===== src/rtl/load_store_unit.sv =====
// RV32I memory-access stage: effective-address generation, held data_memory request, load writeback and faults.
// Optional alignment trap enabled by defining MISALIGN_TRAP_EN.
module load_store_unit #(
  parameter int unsigned XLEN           = 32,
  parameter int unsigned TIMEOUT_CYCLES = 16,
  parameter int unsigned CNT_W          = 5
) (
  input  logic            i_clk,
  input  logic            i_rst_n,
  input  logic            i_valid,
  output logic            or_ready,
  input  logic            i_is_load,
  input  logic [2:0]      i_funct3,
  input  logic [XLEN-1:0] i_base,
  input  logic [XLEN-1:0] i_offset,
  input  logic [XLEN-1:0] i_store_data,
  input  logic [4:0]      i_rd,
  output logic            or_mem_req,
  output logic [XLEN-1:0] or_mem_addr,
  output logic [XLEN-1:0] or_mem_data,
  output logic [2:0]      or_mem_funct3,
  output logic            or_mem_read_write,
  input  logic            i_mem_ack,
  input  logic [XLEN-1:0] i_mem_data,
  output logic            or_wb_valid,
  output logic [4:0]      or_wb_rd,
  output logic [XLEN-1:0] or_wb_data,
  output logic            or_done,
  output logic            or_fault,
  output logic [1:0]      or_fault_cause,
  output logic [XLEN-1:0] or_fault_addr
);

  typedef enum logic [1:0] {
    S_IDLE,
    S_REQ,
    S_DONE,
    S_FAULT
  } state_t;

  localparam logic [1:0] CAUSE_MISALIGN = 2'b01;
  localparam logic [1:0] CAUSE_ILLEGAL  = 2'b10;
  localparam logic [1:0] CAUSE_TIMEOUT  = 2'b11;

  state_t            state_q, state_d;
  logic [XLEN-1:0]   addr_q, addr_d;
  logic [XLEN-1:0]   data_q, data_d;
  logic [2:0]        funct3_q, funct3_d;
  logic [4:0]        rd_q, rd_d;
  logic              is_load_q, is_load_d;
  logic [1:0]        cause_q, cause_d;
  logic [CNT_W-1:0]  cnt_q, cnt_d;
  logic [XLEN-1:0]   wb_data_q, wb_data_d;

  logic [XLEN-1:0]   eff_addr;
  logic              illegal_f3;
  logic              misaligned;
  logic              timeout_hit;

  assign eff_addr   = i_base + i_offset;
  assign illegal_f3 = i_is_load ? ((i_funct3 == 3'b011) || (i_funct3[2:1] == 2'b11))
                                : (i_funct3 >= 3'b011);

`ifdef MISALIGN_TRAP_EN
  assign misaligned = ((i_funct3[1:0] == 2'b01) && eff_addr[0]) ||
                      ((i_funct3[1:0] == 2'b10) && (eff_addr[1:0] != 2'b00));
`else
  assign misaligned = 1'b0;
`endif

  // A zero TIMEOUT_CYCLES disables the abort; the counter then simply wraps.
  assign timeout_hit = (TIMEOUT_CYCLES != 0) && (cnt_q == CNT_W'(TIMEOUT_CYCLES - 1));

  always_comb begin
    state_d   = state_q;
    addr_d    = addr_q;
    data_d    = data_q;
    funct3_d  = funct3_q;
    rd_d      = rd_q;
    is_load_d = is_load_q;
    cause_d   = cause_q;
    cnt_d     = cnt_q;
    wb_data_d = wb_data_q;
    case (state_q)
      S_IDLE: begin
        if (i_valid) begin
          addr_d    = eff_addr;
          data_d    = i_store_data;
          funct3_d  = i_funct3;
          rd_d      = i_rd;
          is_load_d = i_is_load;
          cnt_d     = '0;
          if (illegal_f3) begin
            cause_d = CAUSE_ILLEGAL;
            state_d = S_FAULT;
          end else if (misaligned) begin
            cause_d = CAUSE_MISALIGN;
            state_d = S_FAULT;
          end else begin
            state_d = S_REQ;
          end
        end
      end
      S_REQ: begin
        cnt_d = cnt_q + CNT_W'(1);
        if (i_mem_ack) begin
          if (is_load_q) wb_data_d = i_mem_data;
          state_d = S_DONE;
        end else if (timeout_hit) begin
          cause_d = CAUSE_TIMEOUT;
          state_d = S_FAULT;
        end
      end
      S_DONE:  state_d = S_IDLE;
      S_FAULT: state_d = S_IDLE;
      default: state_d = S_IDLE;
    endcase
  end

  always_ff @(posedge i_clk or negedge i_rst_n) begin
    if (!i_rst_n) begin
      state_q   <= S_IDLE;
      addr_q    <= '0;
      data_q    <= '0;
      funct3_q  <= '0;
      rd_q      <= '0;
      is_load_q <= 1'b0;
      cause_q   <= '0;
      cnt_q     <= '0;
      wb_data_q <= '0;
    end else begin
      state_q   <= state_d;
      addr_q    <= addr_d;
      data_q    <= data_d;
      funct3_q  <= funct3_d;
      rd_q      <= rd_d;
      is_load_q <= is_load_d;
      cause_q   <= cause_d;
      cnt_q     <= cnt_d;
      wb_data_q <= wb_data_d;
    end
  end

  assign or_ready          = (state_q == S_IDLE);
  assign or_mem_req        = (state_q == S_REQ);
  assign or_mem_addr       = addr_q;
  assign or_mem_data       = data_q;
  assign or_mem_funct3     = funct3_q;
  assign or_mem_read_write = is_load_q;
  assign or_wb_valid       = (state_q == S_DONE) && is_load_q;
  assign or_wb_rd          = rd_q;
  assign or_wb_data        = wb_data_q;
  assign or_done           = (state_q == S_DONE) || (state_q == S_FAULT);
  assign or_fault          = (state_q == S_FAULT);
  assign or_fault_cause    = (state_q == S_FAULT) ? cause_q : 2'b00;
  assign or_fault_addr     = (state_q == S_FAULT) ? addr_q : '0;

endmodule


===== config.mk =====
export PLATFORM = sky130hd
export DESIGN_NAME = load_store_unit
export DESIGN_NICKNAME = d
export VERILOG_FILES = /design/src/rtl/load_store_unit.sv
export SDC_FILE = /design/constraint.sdc
export NUM_CORES = 1
export LEC_CHECK = 0
export ABC_AREA = 1
export CAP_MARGIN = 20
export CORE_ASPECT_RATIO = 0.6
export CORE_MARGIN = 2
export CORE_UTILIZATION = 25
export DETAILED_ROUTE_END_ITERATION = 16
export GPL_ROUTABILITY_DRIVEN = 0
export PLACE_DENSITY = 0.58
export SYNTH_ARGS = -nofsm -noshare
export SYNTH_HDL_FRONTEND = slang
export SYNTH_SLANG_ARGS = --single-unit

===== constraint.sdc =====
create_clock -name i_clk -period 3.2 [get_ports i_clk]
set_input_delay 0.8 -clock i_clk [delete_from_list [all_inputs] [get_ports i_clk]]
set_output_delay 0.8 -clock i_clk [all_outputs]
set_load 0.02 [all_outputs]

* Word level (Yosys, flattened, before mapping)
Index checks and enable logic that the tools add are counted. Widths: inputs -> output; s select.
Storage, ports and cells: output and inout bits 144, register bits after elaboration 114
Operators by class: muxes and demuxes 14, add/subtract/negate cells 2, order comparisons 1, equality and inequality tests 11, reduce and logical (&&, ||, !) cells 11
Operators by type and width (count):
- $add 32x32->32 | 1
- $mux 32 | 1
- $mux 2 | 8
- $pmux 5 s2 | 1
- $eq 2x2->1 const B | 3
- $pmux 2 s3 | 1
- $reduce_and 2->1 | 3
- $add 5x1->5 const B | 1
- $eq 5x4->1 const B | 1
- $mux 5 | 1
- $reduce_and 5->1 | 1
- $ne 2x1->1 const B | 2
- $ne 2x2->1 const B | 2
- $pmux 2 s2 | 1
- $eq 3x2->1 const B | 1
- $ge 3x2->1 const B | 1
- $ne 3x1->1 const B | 1
- $reduce_and 3->1 | 1
- $eq 2x1->1 const B | 1
- $logic_not 2->1 | 1
- $logic_or 1x1->1 | 2
- $reduce_bool 2->1 | 1
- $reduce_or 2->1 | 1
- $logic_and 1x1->1 | 1
- $mux 1 | 1

* Logic depth before layout (Yosys ltp)
depth in word-level cells 6, depth in mapped cells 13, mapped depth without buffers 12

* Worst setup path before layout
No wires, ideal clock.
path type input to register, start point in i_base[0], end point reg addr_q[20], in the netlist or_mem_addr[20], required time 3074 ps, cell stages on the path 10, buffers on the path 0, setup time 126 ps, arrival 2162 ps, setup slack 912 ps, cells stage by stage ha_1 fa_1 nand3_1 nand3_1 nand3_1 nand3_1 nand2_1 nand3_1 nand3_1 o21ai_0
On the way: cells in the longest elaborated chain, start to end 1
Ends and longest elaborated chain:
- from (decl) | line 14 | input logic [XLEN-1:0] i_base,
- $add 32x32->32 | line 60 | assign eff_addr = i_base + i_offset;
- to (signal assigned) | line 133 | addr_q <= addr_d;
- to (decl) | line 46 | logic [XLEN-1:0] addr_q, addr_d;
No other way between the ends. A chain may end at the register's enable or synchronous reset.

* Final worst setup path
start point reg state_q[1], end point out or_fault_addr[8]
On the way: cells in the longest elaborated chain, start to end 2
Ends and longest elaborated chain:
- from (decl) | line 45 | state_t state_q, state_d;
- from (signal assigned) | line 132 | state_q <= state_d;
- $eq 2x2->1 | line 156 | assign or_fault_addr = (state_q == S_FAULT) ? addr_q : '0;
- $mux 32 | line 156
- to (decl) | line 31 | output logic [XLEN-1:0] or_fault_addr
No other way between the ends.

==> results.sh <==
export IMPL_outcome="finished, final reports clean"
export IMPL_core_area_um2=27400
export IMPL_wl_per_cell_um=14.58
export IMPL_vias=7109
export IMPL_synth_main_ff_cell="dfrtp_1"
export IMPL_worst_setup_path_type="reg -> out"
export IMPL_required_ps=2400
export IMPL_ys_async_sr_fraction_pct=100.0
export IMPL_worstMarginPinSlew_ps=862.7
export IMPL_avgSynthCellArea_um2=7.094
export IMPL_clkTransAtPathRegs_ps=60
export IMPL_antenna_found_initial=0
export IMPL_netlist_top_cells_area="dfrtp_1, nand2_1, inv_1, ha_1, mux2_1"
export IMPL_cts_sinks=114
export IMPL_place_inst=1614
export IMPL_synth_edf_count=0
export IMPL_nNetsFinal=1441
export IMPL_ys_types=32
export IMPL_first_pass_iters=5
export IMPL_slowest_stage="clkdlybuf4s50_1"
export IMPL_cts_resized=0
export IMPL_fin_crit_sh_pct=88.55
export IMPL_synth_fp_nets=1153
export IMPL_final_fill_count=2896
export IMPL_cts_hold_buf=0
export IMPL_grt_pass1_vias=6887
export IMPL_fmax_mhz=352.9
export IMPL_ios=285
export IMPL_worst_slack_ps=366.5
export IMPL_synth_top_area_share_pct=41.12
export IMPL_area_growth_pct=55.60
export IMPL_rows=47
export IMPL_gr_total_overflow=0
export IMPL_postCtsSetupBuffers=0
export IMPL_drive_gt1_share_pct=3.831
export IMPL_worstSetupEndpointType="output pin"
export IMPL_relSlewSlack_pct=42.48
export IMPL_rsz0062_at_grt="false"
export IMPL_place_ws_ps=145.1
export IMPL_die_w_um=219.1
export IMPL_ant_nets=0
export IMPL_drt_iter0_drc=423
export IMPL_tns_ps=0
export IMPL_crit_arrival_ps=2030
export IMPL_grtUsageTotal_pct=16.81
export IMPL_diodes=0
export IMPL_synth_area_um2=6938
export IMPL_rr_endpoint="cnt_q[0]"
export IMPL_cp_top_family="buffers and inverters"
export IMPL_yosysTopAreaCell="dfrtp_1"
export IMPL_die_area_um2=29140
export IMPL_cp_start_kind="flip-flop"
export IMPL_finalHoldViolations=0
export IMPL_synth_seq_cells=114
export IMPL_clockRootBuffer="clkbuf_16"
export IMPL_clock_latency_ps=430
export IMPL_p_leak_uw=0.005401
export IMPL_grt_max_degree=81
export IMPL_htreeDepth=4
export IMPL_wl_mm=24.00
export IMPL_min_period_ps=2833
export IMPL_portBuffers=284
export IMPL_max_vdd_ir_drop_mv=0.3994
export IMPL_syn_inst=978
export IMPL_finalMaxSlewViolations=0
export IMPL_setup_viol=0
export IMPL_power_density_nw_per_um2=826.3
export IMPL_max_stage_delay_ps=660
export IMPL_dpl_hpwl_mm=18.66
export IMPL_grt_pass1_wl_mm=37.45
export IMPL_clock_path_buffers=2
export IMPL_yosys_warnings=0
export IMPL_regToRegSetupSlack_ps=1380
export IMPL_cts_buffers=17
export IMPL_yosysSeqAreaShare_pct=41.12
export IMPL_r2r_cells=5
export IMPL_maxCapViolCount=0
export IMPL_layout_cells_non_filler=1646
export IMPL_cts_tree="built"
export IMPL_critPathBufInv=2
export IMPL_start_util_pct=25.32
export IMPL_die_h_um=133.0
export IMPL_viasPerCell=4.319
export IMPL_timing_rr_start="state_q[1]"
export IMPL_hold_path_class="in -> async"
export IMPL_fin_skew_ps=7.677
export IMPL_crit_chain="nand2_1 -> buf_4 -> nor2_1 -> clkdlybuf4s50_1"
export IMPL_post_route_drc_count=0
export IMPL_cp_max_fo=24
[layout by cell type (no fill, tap or decap), types with 4 or more instances in the layout]
cell type,count
inv_6,4
nand2_1,395
buf_4,7
inv_1,157
clkdlybuf4s50_1,283
a21oi_1,24
xnor2_1,11
nand3_1,46
ha_1,33
clkbuf_16,17
o21ai_0,24
nor2_1,86
clkinvlp_4,6
o22ai_1,5
dfrtp_1,114
o21ai_1,4
mux2_1,30
[per-layer routing]
| layer | share of wire [%] | vias up | track usage (%) | routed length [um] |
|---|---|---|---|---|
| met5 | 0 | - | 0 | 0 |
| met1 | 50 | 3246 | 24.79 | 12060 |
| met4 | 1.1 | 0 | 5.030 | 252 |
| met2 | 39 | 273 | 23.05 | 9395 |
| met3 | 9.5 | 16 | 5.379 | 2287 |
| li1 | - | 3574 | - | - |
[worst max-delay path by stage]
stage / startpoint / end / cells after the start
final: state_q[1] / or_fault_addr[8] / 4
after global routing: state_q[1] / or_fault_addr[14] / 4
after CTS: state_q[1] / or_fault_addr[14] / 4
after detailed placement: i_base[0] / or_mem_addr[20] / 11
after global placement: i_base[0] / or_mem_addr[20] / 11
after floorplan: i_base[0] / or_mem_addr[20] / 10
[power breakdown]
part | switching [uW] | leakage (uW) | internal [uW]
combinational | 2420 | 0.00372 | 1980
clock | 768 | 0.000272 | 1170
sequential | 459 | 0.00140 | 2120
[final cells by class]
| type | count | area, um^2 | share of cell area (%) |
|---|---|---|---|
| well taps | 367 | 459.2 | 4.254 |
| clock inverters | 14 | 153.9 | 1.426 |
| inverters | 159 | 599.3 | 5.552 |
| flip-flops and latches | 114 | 2853 | 26.43 |
| multi-input cells | 682 | 3366 | 31.18 |
| repair buffers | 292 | 2925 | 27.10 |
| clock buffers | 18 | 439.2 | 4.068 |
[registers in the layout, summed over array words and instances, names as in the netlist]
signal             flops
or_mem_addr           32
or_wb_rd               5
state_q                2
cnt_q                  5
or_mem_data           32
or_mem_funct3          3
cause_q                2
or_mem_read_write      1
or_wb_data            32
[stage by stage]
stage          area, um^2  total power [uW]  utilization [%]  hold slack (ps)
2_1_floorplan        6938              4770                -            422.2
3_3_place_gp        10200              7013            37.23            438.0
4_1_cts             10800              9070            39.39            390.2
3_5_place_dp        10200              7039            37.23            441.6
6_report            10800              8920            39.39            394.5
5_1_grt             10800              9527            39.39            420.9
[Yosys cell counts, drive strengths merged, types with 2 or more instances]
| master | number |
|---|---|
| mux2 | 32 |
| o21ai | 28 |
| nor2 | 86 |
| xnor2 | 11 |
| nand3b | 2 |
| nand4 | 3 |
| dfrtp | 114 |
| o21bai | 3 |
| inv | 159 |
| nand2 | 398 |
| nor3 | 3 |
| o22ai | 5 |
| clkbuf | 12 |
| buf | 11 |
| a21oi | 24 |
| ha | 33 |
| nand3 | 47 |
[logic make-up after synthesis]
group,after synthesis,share of synthesized area [%]
fa+ha+maj,34,6.240
buf+inv,182,10.37
flops,114,41.12
xor+xnor,11,1.389
mux,32,5.194
simple gates,542,30.84
compound gates,63,4.851
Power figures use the tool's default switching activity.
